--- src/rtl/fetch_pc_unit.sv ---
// Fetch-stage PC generator and IF/ID pipeline register for the dual-issue core.
// Chooses the next PC from the fetch-time prediction, redirects, stalls and halt.
module fetch_pc_unit #(
   parameter int unsigned PC_WIDTH  = 11,
   parameter int unsigned RESET_PC  = 0,
   parameter int unsigned CNT_WIDTH = 16
) (
   input  logic                 clk,
   input  logic                 reset,
   input  logic                 pred_taken_i,
   input  logic [PC_WIDTH-1:0]  pred_target_i,
   input  logic                 redirect_i,
   input  logic [PC_WIDTH-1:0]  redirect_pc_i,
   input  logic                 stall_i,
   input  logic                 halt_i,
   output logic [PC_WIDTH-1:0]  pred_pc_o,
   output logic [PC_WIDTH-1:0]  imem_addr0_o,
   output logic [PC_WIDTH-1:0]  imem_addr1_o,
   output logic                 id_valid0_o,
   output logic                 id_valid1_o,
   output logic [PC_WIDTH-1:0]  id_pc0_o,
   output logic [PC_WIDTH-1:0]  id_pc1_o,
   output logic                 id_pred_taken0_o,
   output logic [PC_WIDTH-1:0]  id_pred_target0_o,
   output logic                 halted_o,
   output logic [CNT_WIDTH-1:0] fetch_count_o,
   output logic [CNT_WIDTH-1:0] redirect_count_o
);

   typedef enum logic [1:0] {ST_BOOT, ST_RUN, ST_HALTED} state_t;

   state_t               r_state;
   logic [PC_WIDTH-1:0]  r_pc;
   logic                 r_valid0, r_valid1, r_pred_taken0, r_halted;
   logic [PC_WIDTH-1:0]  r_pc0, r_pc1, r_target0;
   logic [CNT_WIDTH-1:0] r_fetch_count, r_redirect_count;

   logic [PC_WIDTH-1:0]  w_pc_p1, w_pc_p2, w_next_pc;
   logic                 w_pred_use;
   logic [CNT_WIDTH:0]   w_fc_sum;
   logic [CNT_WIDTH-1:0] w_fc_next;

   assign w_pc_p1    = r_pc + PC_WIDTH'(1);
   assign w_pc_p2    = r_pc + PC_WIDTH'(2);
   // A taken prediction pointing at the fall-through slot is a BTB miss, not a branch.
   assign w_pred_use = pred_taken_i && (pred_target_i != w_pc_p1);
   assign w_next_pc  = w_pred_use ? pred_target_i : w_pc_p2;

   // One extra bit catches the +2 overflow so saturation still lands on all-ones.
   assign w_fc_sum  = {1'b0, r_fetch_count} + (w_pred_use ? (CNT_WIDTH+1)'(1) : (CNT_WIDTH+1)'(2));
   assign w_fc_next = w_fc_sum[CNT_WIDTH] ? '1 : w_fc_sum[CNT_WIDTH-1:0];

   always_ff @(posedge clk or negedge reset) begin
      if (!reset) begin
         r_state          <= ST_BOOT;
         r_pc             <= PC_WIDTH'(RESET_PC);
         r_valid0         <= 1'b0;
         r_valid1         <= 1'b0;
         r_pc0            <= '0;
         r_pc1            <= '0;
         r_pred_taken0    <= 1'b0;
         r_target0        <= '0;
         r_halted         <= 1'b0;
         r_fetch_count    <= '0;
         r_redirect_count <= '0;
      end else if (redirect_i) begin
         r_state  <= ST_RUN;
         r_pc     <= redirect_pc_i;
         r_valid0 <= 1'b0;
         r_valid1 <= 1'b0;
         r_halted <= 1'b0;
         if (r_redirect_count != '1)
            r_redirect_count <= r_redirect_count + CNT_WIDTH'(1);
      end else begin
         case (r_state)
            ST_BOOT: r_state <= ST_RUN;
            ST_RUN: begin
               if (halt_i) begin
                  r_state  <= ST_HALTED;
                  r_halted <= 1'b1;
                  r_valid0 <= 1'b0;
                  r_valid1 <= 1'b0;
               end else if (!stall_i) begin
                  r_pc0         <= r_pc;
                  r_pc1         <= w_pc_p1;
                  r_valid0      <= 1'b1;
                  r_valid1      <= !w_pred_use;
                  r_pred_taken0 <= w_pred_use;
                  r_target0     <= w_next_pc;
                  r_pc          <= w_next_pc;
                  r_fetch_count <= w_fc_next;
               end
            end
            default: begin
               r_valid0 <= 1'b0;
               r_valid1 <= 1'b0;
            end
         endcase
      end
   end

   assign pred_pc_o         = r_pc;
   assign imem_addr0_o      = r_pc;
   assign imem_addr1_o      = w_pc_p1;
   assign id_valid0_o       = r_valid0;
   assign id_valid1_o       = r_valid1;
   assign id_pc0_o          = r_pc0;
   assign id_pc1_o          = r_pc1;
   assign id_pred_taken0_o  = r_pred_taken0;
   assign id_pred_target0_o = r_target0;
   assign halted_o          = r_halted;
   assign fetch_count_o     = r_fetch_count;
   assign redirect_count_o  = r_redirect_count;

endmodule

--- config.mk ---
export PLATFORM = sky130hd
export DESIGN_NAME = fetch_pc_unit
export DESIGN_NICKNAME = d
export VERILOG_FILES = /design/src/rtl/fetch_pc_unit.sv
export SDC_FILE = /design/constraint.sdc
export NUM_CORES = 1
export LEC_CHECK = 0
export BUFFER_PORTS_ARGS = -buffer_cell sky130_fd_sc_hd__buf_4
export CAP_MARGIN = 5
export CORE_UTILIZATION = 56
export DETAILED_ROUTE_END_ITERATION = 8
export PLACE_DENSITY = 0.95
export REMOVE_ABC_BUFFERS = 1
export SKIP_LAST_GASP = 1
export SYNTH_ARGS = -nofsm -noshare
export SYNTH_HDL_FRONTEND = slang
export SYNTH_SLANG_ARGS = --single-unit
--- constraint.sdc ---
create_clock -name clk -period 6 [get_ports clk]
set_input_delay 0.9 -clock clk [delete_from_list [all_inputs] [get_ports clk]]
set_output_delay 0.9 -clock clk [all_outputs]
set_load 0.01 [all_outputs]
==> metrics.md, run 1 <==
| Metric | Value |
|---|---|
| Final HPWL DP | `slightly below 8000 µm` |
| Maximum vdd drop | `0.199 mV` |
| Hold Violations, Final | `0` |
| FMAX | `approximately 270 MHz` |
| Vias | `3801` |
| CTS resizes | `0` |
| Final Worst Setup Slack | `2350 ps` |
| Yosys cell types | `61` |
| Vias in the first global route | `3681` |
| Clock buffer depth | `2` |
| Utilization after layout | `0.748` |
| Final setup violation count | `0` |
| Drt wl/cell | `16.2 µm` |
| Startpoint types | `flop` |
| Final setup TNS | `0 ps` |
| Largest stage delay, worst path | `540 ps` |
| Final net count | `608` |
| H-tree levels | `3` |
| Met2 WL | `5540 µm` |
| Top-level port count | `130` |
| Max Slew Vio Count | `0` |
| Gate Count Post-Synth | `between 400 and 500` |
| Multi-input logic area | `0.00210 mm²` |
| CTS tree | `built` |
| Total Power | `1.77 mW` |
| WS Path Type | `reg2reg` |
| Sequential cell area | `a little over 0.002 mm²` |
| Design Area, Final | `0.00554 mm²` |
| R2R setup slack | `2350 ps` |
| Post-CTS setup buffers | `0` |
| Worst r2r src | `imem_addr0_o[2]` |
| Hold_ws | `approximately 480 ps` |
| Initial antenna violation count | `0` |
| RSZ-0062 raised after global routing | `false` |
| Max layer used | `met4` |
| TritonCTS Buffers | `9` |
| # DRC | `0` |
| Type of the most critical hold path | `reg2reg` |
| # fillers | `577` |
| Drt pass-1 iters | `5` |
| Area grow syn2layout | `25.9%` |
| Post-Route WL | `11000 µm` |
| CTS Hold Bufs | `0` |
| Final setup skew | `10.1 ps` |
| Sequential fraction of the synthesis area | `0.466` |
| Yosys reg bits | `82` |
| Worst setup path end | `fetch_count_o[11]` |
| Clk slew on worst S/H paths | `~80 ps` |
| RD Place Congestion | `0.835` |
| Crit Path Max Fanout | `10` |
| DR vias/cell | `about 5.6` |
| Antenna Violating Nets Remaining | `0` |
| RR Endpoint | `fetch_count_o[11]` |
| Post-synth EDFFs | `0` |
| Slew HR | `0.328` |
| Row count | `31` |
| GRT Residual Overflow | `0` |
| Core Footprint | `0.00741 mm²` |
| Setup slack after placement | `between 2000 and 2500 ps` |
| Yosys warnings | `0` |
| Routed wl met3 | `753 µm` |
| Worst slew pin tran | `slightly above 1000 ps` |
| Die footprint | `0.00822 mm²` |
| Non-Filler Instances | `678` |
| Syn avg cell area | `around 9.4 µm²` |
| DRT iter0 DRCs | `139` |
| Dominant synthesized flop cell | `dfrtp_1` |
| Critical path origin | `imem_addr0_o[2]` |
| Clock Sink Count | `82` |
| Crit path DAT | `3860 ps` |
| Clock Tree Root | `clkbuf_8` |
| R2R depth | `11` |
| Worst Setup End Kind | `flop` |
| IO Port Bufs | `129` |
| FFs w/ async S/R, synth | `1.00` |
| P_leak | `2.87 nW` |
| Antenna diode count | `0` |
| Gr usage total | `0.274` |
| Status | `complete, no violations` |
| First-pass GRT wire length | `between 15000 and 20000 µm` |
| Clk_lat worst skew | `360 ps` |
| Period Utilization, post-route | `0.609` |
| Max cap viols | `0` |
| Initial Utilization | `0.594` |
| Die Height | `90.7 µm` |
| Share of layout cells above drive strength 1 | `0.287` |
| Critical-path top delay cell | `dfrtp_1` |
| Post-Synthesis Cell Area | `0.00440 mm²` |
| Pwr Density | `320 mW/mm²` |
| Area after DPL | `0.00530 mm²` |
| Die Width | `90.7 µm` |
| Placed Cells | `662` |
| Pin count of the biggest net entering global routing | `83` |
| Worst-path cell chain | `ha_1 > nand2_1 > a221oi_1 > nand4b_1 > nor4_2 > a41oi_2 > ha_1 > fa_1 > nand3_1 > or3_1 > o21ai_0` |
| Fin crit period | `3650 ps` |
| Cell mode on critical path | `ha_1` |
| WL met1 | `between 4000 and 5000 µm` |
| Req. time, crit path | `6210 ps` |
-- worst min-delay path by stage --
stage | startpoint | to | slack (ps) | cells past startpoint
2_1_floorplan | id_pc1_o[3] | id_pc1_o[3] | 510 | 2
3_3_place_gp | id_pc1_o[5] | id_pc1_o[5] | 460 | 2
3_5_place_dp | id_pc0_o[7] | id_pc0_o[7] | 460 | 2
4_1_cts | id_pc0_o[7] | id_pc0_o[7] | 480 | 2
5_1_grt | id_pc0_o[1] | id_pc0_o[1] | 500 | 2
6_report | id_pc0_o[7] | id_pc0_o[7] | 480 | 2
-- cells in the mapped netlist, drive strengths merged (2+ instances only) --
library cell / count / area share
xnor2: 24 / 0.048
o21ai: 27 / 0.031
nor4: 2 / 0.0043
mux2: 5 / 0.015
a31oi: 4 / 0.0057
nand4: 12 / 0.018
and2: 2 / 0.0028
or4: 2 / 0.0043
o211ai: 3 / 0.0051
mux2i: 7 / 0.016
nor3: 4 / 0.0097
a21oi: 19 / 0.022
buf: 25 / 0.040
nand2: 111 / 0.095
xor2: 24 / 0.048
nand2b: 5 / 0.0088
o311ai: 2 / 0.0057
clkbuf: 10 / 0.0088
a41oi: 3 / 0.0094
ha: 5 / 0.014
nor2b: 5 / 0.0071
inv: 9 / 0.0077
and4: 4 / 0.0080
nor2: 21 / 0.019
nand3: 12 / 0.015
and3: 21 / 0.030
dfrtp: 82 / 0.47
and2b: 2 / 0.0034
-- registers in the layout, indices dropped and copies added, names as in the netlist --
register / cells
redirect_count_o: 16
id_pred_target0_o: 11
id_valid0_o: 1
r_state: 2
imem_addr0_o: 11
id_pc0_o: 11
halted_o: 1
fetch_count_o: 16
id_pred_taken0_o: 1
id_pc1_o: 11
id_valid1_o: 1
-- routing by layer --
metal  track usage  vias up
met2         0.472      137
li1              -     1790
met5             0        -
met3        0.0530       16
met4        0.0954        0
met1         0.343     1858
-- cell type report --
class | count | share of cell area
sequential | 82 | 0.370
clock buffer | 9 | 0.0223
tap | 99 | 0.0223
clock inverter | 7 | 0.0223
timing repair buffer | 131 | 0.177
inverter | 9 | 0.00609
multi-input combinational | 341 | 0.379
-- worst max-delay path: cells and delay by family, from the launching register on --
family                     cells  cell delay [ps]
DFF                            1              540
and+or+nand+nor                5             1150
adders and majority gates      3             1120
AOI/OAI and AO/OA              3              700
-- where the power goes --
group          internal (mW)  switching (mW)
Clock                  0.281           0.215
Sequential             0.655           0.113
Combinational          0.259           0.251
-- cells by family (layout without fill, tap and decap cells) --
logic type	Yosys count	after routing	share of synthesized area
fa+ha+maj	6	6	0.0188
xor+xnor	48	48	0.0955
buf+inv	44	156	0.0565
mux	12	12	0.0313
simple gates	207	207	0.233
flops	82	82	0.466
compound gates	68	68	0.0986
-- cells in the final DEF (no fill, tap or decap), types with 3 or more instances in the layout --
cell type  instances
inv_1              8
inv_6              3
mux2_4             3
and4_1             4
dfrtp_1           82
nor2_1            19
o211ai_1           3
buf_4            131
and3_1            21
a31oi_1            4
clkbuf_8           9
nand2_1          111
nand4_1           11
mux2i_1            7
o21ai_0           11
a21oi_1           19
ha_1               5
xor2_1            24
nand3_1           11
o21ai_1           16
bufinv_16          3
xnor2_1           24
nand2b_1           4
nor2b_1            5
(Power assumes the default switching activity.)
==> run 2: changes to the inputs <==
- ABC_AREA: default -> 1
- CORE_UTILIZATION: 56 -> 52
- PLACE_DENSITY: 0.95 -> 0.91
- clock period: 6 -> 3.8 ns (I/O delays scaled with it)
==> run 2 against run 1 <==
Effect of this change:
- global-route usage decreased by 1.6 points
- die area is 7.4% higher
- worst setup slack worse by 2000 ps
- power grew 52%
- via count increased by 8.4%
- count of clock-buffer cells in the layout grew 3
- critical path type unchanged
- largest cell class is now flip-flops and latches
- highest routed layer unchanged
==> metrics.md, run 2 <==
| Metric | Value |
|---|---|
| Type of the most critical hold path | `in2async` |
| Maximum vdd drop | `0.299 mV` |
| Worst-path cell chain | `ha_1 > nand2_1 > nor2_4 > nand3_1 > nand3_1 > nand2_1 > inv_1 > nand2_1 > nor2_2 > nand2_2 > nand2_8 > inv_2 > ha_1 > fa_1 > nand3_1 > nor2_1 > nand2_1 > nor2_1 > nand2_1 > nor2_1 > inv_1 > o211ai_1` |
| Yosys cell types | `36` |
| Drt wl/cell | `14.3 µm` |
| Worst setup path end | `fetch_count_o[6]` |
| Antenna diode count | `0` |
| Slew HR | `0.310` |
| Worst r2r src | `imem_addr0_o[1]` |
| Yosys reg bits | `82` |
| Post-CTS setup buffers | `0` |
| Fin crit period | `3490 ps` |
| Hold_ws | `about 360 ps` |
| Non-Filler Instances | `778` |
| Core Footprint | `between 0.008 and 0.009 mm²` |
| First-pass GRT wire length | `17600 µm` |
| TritonCTS Buffers | `9` |
| Critical-path top delay cell | `dfrtp_2` |
| Placed Cells | `762` |
| Critical path origin | `imem_addr0_o[1]` |
| Leading area contributor after synthesis | `dfrtp_1` |
| Dominant synthesized flop cell | `dfrtp_1` |
| Yosys warnings | `0` |
| Antenna Violating Nets Remaining | `0` |
| Max Slew Vio Count | `0` |
| Most common cell after layout, fill and taps aside | `nand2_1` |
| Top post-synthesis cells by area | `dfrtp_1, nand2_1, nand3_1, inv_1, xor2_1` |
| Final net count | `702` |
| Clock Tree Root | `clkbuf_8` |
| Startpoint types | `flop` |
| Most common cell in the netlist | `nand2_1` |
| Most frequent cells in the layout | `nand2_1, buf_4, dfrtp_1` |
| DR vias/cell | `5.30` |
| Worst slew pin tran | `1030 ps` |
| Die footprint | `0.00883 mm²` |
| Die Width | `94.0 µm` |
| Clk slew on worst S/H paths | `90 ps` |
| FMAX | `around 290 MHz` |
| Syn avg cell area | `8.04 µm²` |
| Clk_lat worst skew | `360 ps` |
| Top-level port count | `130` |
| Post-Synthesis Cell Area | `0.00440 mm²` |
| Final HPWL DP | `8090 µm` |
| Drt pass-1 iters | `4` |
| Area grow syn2layout | `27.3%` |
| Period Utilization, post-route | `0.919` |
| Top cell type's share of synthesized area | `0.467` |
| Gr usage total | `0.258` |
| Crit Path Max Fanout | `15` |
| Req. time, crit path | `4030 ps` |
| Pin count of the biggest net entering global routing | `83` |
| Final setup skew | `roughly 11 ps` |
| Status | `complete, no violations` |
| Die Height | `94.0 µm` |
| Largest stage delay, worst path | `420 ps` |
| Clock Sink Count | `between 80 and 90` |
| Row count | `33` |
| Initial Utilization | `0.535` |
| Commonest cells in the netlist | `nand2_1, dfrtp_1, inv_1, nand3_1, nor2_1` |
| Max cap viols | `0` |
| Hold Violations, Final | `0` |
| Worst Setup End Kind | `flop` |
| R2R depth | `22` |
| Share of layout cells above drive strength 1 | `0.267` |
| Vias | `slightly above 4000` |
| IO Port Bufs | `129` |
| Post-Route WL | `11100 µm` |
| Pwr Density | `about 480 mW/mm²` |
| GRT Residual Overflow | `0` |
| RD Place Congestion | `approximately 0.92` |
| R2R setup slack | `310 ps` |
| DRT iter0 DRCs | `234` |
| CTS tree | `built` |
| WS Path Type | `reg2reg` |
| # DRC | `0` |
| Cell mode on critical path | `nand2_1` |
| H-tree levels | `3` |
| Final setup violation count | `0` |
| RR Endpoint | `fetch_count_o[6]` |
| # fillers | `676` |
| Gate Count Post-Synth | `around 550` |
| Clock buffer depth | `2` |
| Vias in the first global route | `3756` |
| Crit path DAT | `3720 ps` |
| P_leak | `2.99 nW` |
| Post-synth EDFFs | `0` |
| FFs w/ async S/R, synth | `1.00` |
| Sequential fraction of the synthesis area | `0.467` |
| Initial antenna violation count | `0` |
-- run 2: cell count changes in the layout (fill, tap and decap cells not counted), moves of 15 or more --
cell / before / now
o21ai_1: 16 / 1
xnor2_1: 24 / 9
and3_1: 21 / 0
nand3_1: 11 / 53
nor2_1: 19 / 38
inv_1: 8 / 63
nand2_1: 111 / 148
-- run 2: power by group --
| part | internal (mW) | switching, mW |
|---|---|---|
| clock | 0.305 | 0.318 |
| combinational | 0.425 | 0.436 |
| sequential | 1.05 | 0.167 |
| total | 1.78 | 0.922 |
-- run 2: final cells by class --
class / instances / area (µm²) / share of cell area
flip-flops and latches: 82 / 2050 / 0.367
multi-input cells: 374 / 1960 / 0.350
repair buffers: 136 / 1020 / 0.182
inverters: 65 / 244 / 0.0436
clock buffers: 12 / 135 / 0.0241
well taps: 105 / 131 / 0.0235
clock inverters: 4 / 52.6 / 0.00939
-- run 2: worst min path at each step --
| stage | cells after the start | slack [ps] | end |
|---|---|---|---|
| 3_3_place_gp | 2 | 460 | id_pred_target0_o[10] |
| 2_1_floorplan | 0 | 270 | fetch_count_o[0] |
| 4_1_cts | 1 | 420 | id_pc0_o[2] |
| 3_5_place_dp | 2 | 470 | id_pred_target0_o[3] |
| 6_report | 1 | 360 | id_pc0_o[2] |
| 5_1_grt | 3 | 440 | imem_addr0_o[7] |
-- run 2: logic make-up (layout without fill, tap and decap cells) --
family / count (synthesis) / after routing / synth area share
simple gates: 286 / 286 / 0.292
xor+xnor: 27 / 27 / 0.0538
compound gates: 54 / 54 / 0.0737
fa+ha+maj: 6 / 6 / 0.0188
mux: 1 / 1 / 0.00228
flops: 82 / 82 / 0.467
buf+inv: 91 / 217 / 0.0933
-- run 2: routing by layer --
layer,wire (µm),global-route usage,vias up
met5,0,0,-
met4,285,0.129,0
met3,768,0.0461,30
met2,5390,0.428,182
met1,4650,0.323,1923
li1,-,-,1986
-- run 2: repair_timing --
item                                    4_1_cts  5_1_grt
endpoints found under the setup margin        0       13
gates resized for setup                       0        5
hold buffers                                  0        0
-- run 2: through the flow --
step / total power [mW] / cell area, µm² / setup TNS [ps] / utilization / worst slack, ps
finish: 2.70 / 5600 / 0 / 0.681 / 308
CTS: 2.71 / 5570 / 0 / 0.678 / 285
global placement: 2.05 / 5380 / 0 / 0.655 / 476
detailed placement: 2.09 / 5380 / 0 / 0.655 / 331
global route: 2.86 / 5600 / -4.23 / 0.681 / -4.23
floorplan: 1.61 / 4230 / 0 / - / 303
-- run 2: critical path: cells and delay by family (launching register included) --
| family | cells | cell delay (ps) |
|---|---|---|
| AO/OA/AOI/OAI | 1 | 130 |
| buffers and inverters | 3 | 270 |
| flip-flops | 1 | 420 |
| AND/OR/NAND/NOR | 15 | 1660 |
| adder cells (fa/ha/maj) | 3 | 850 |
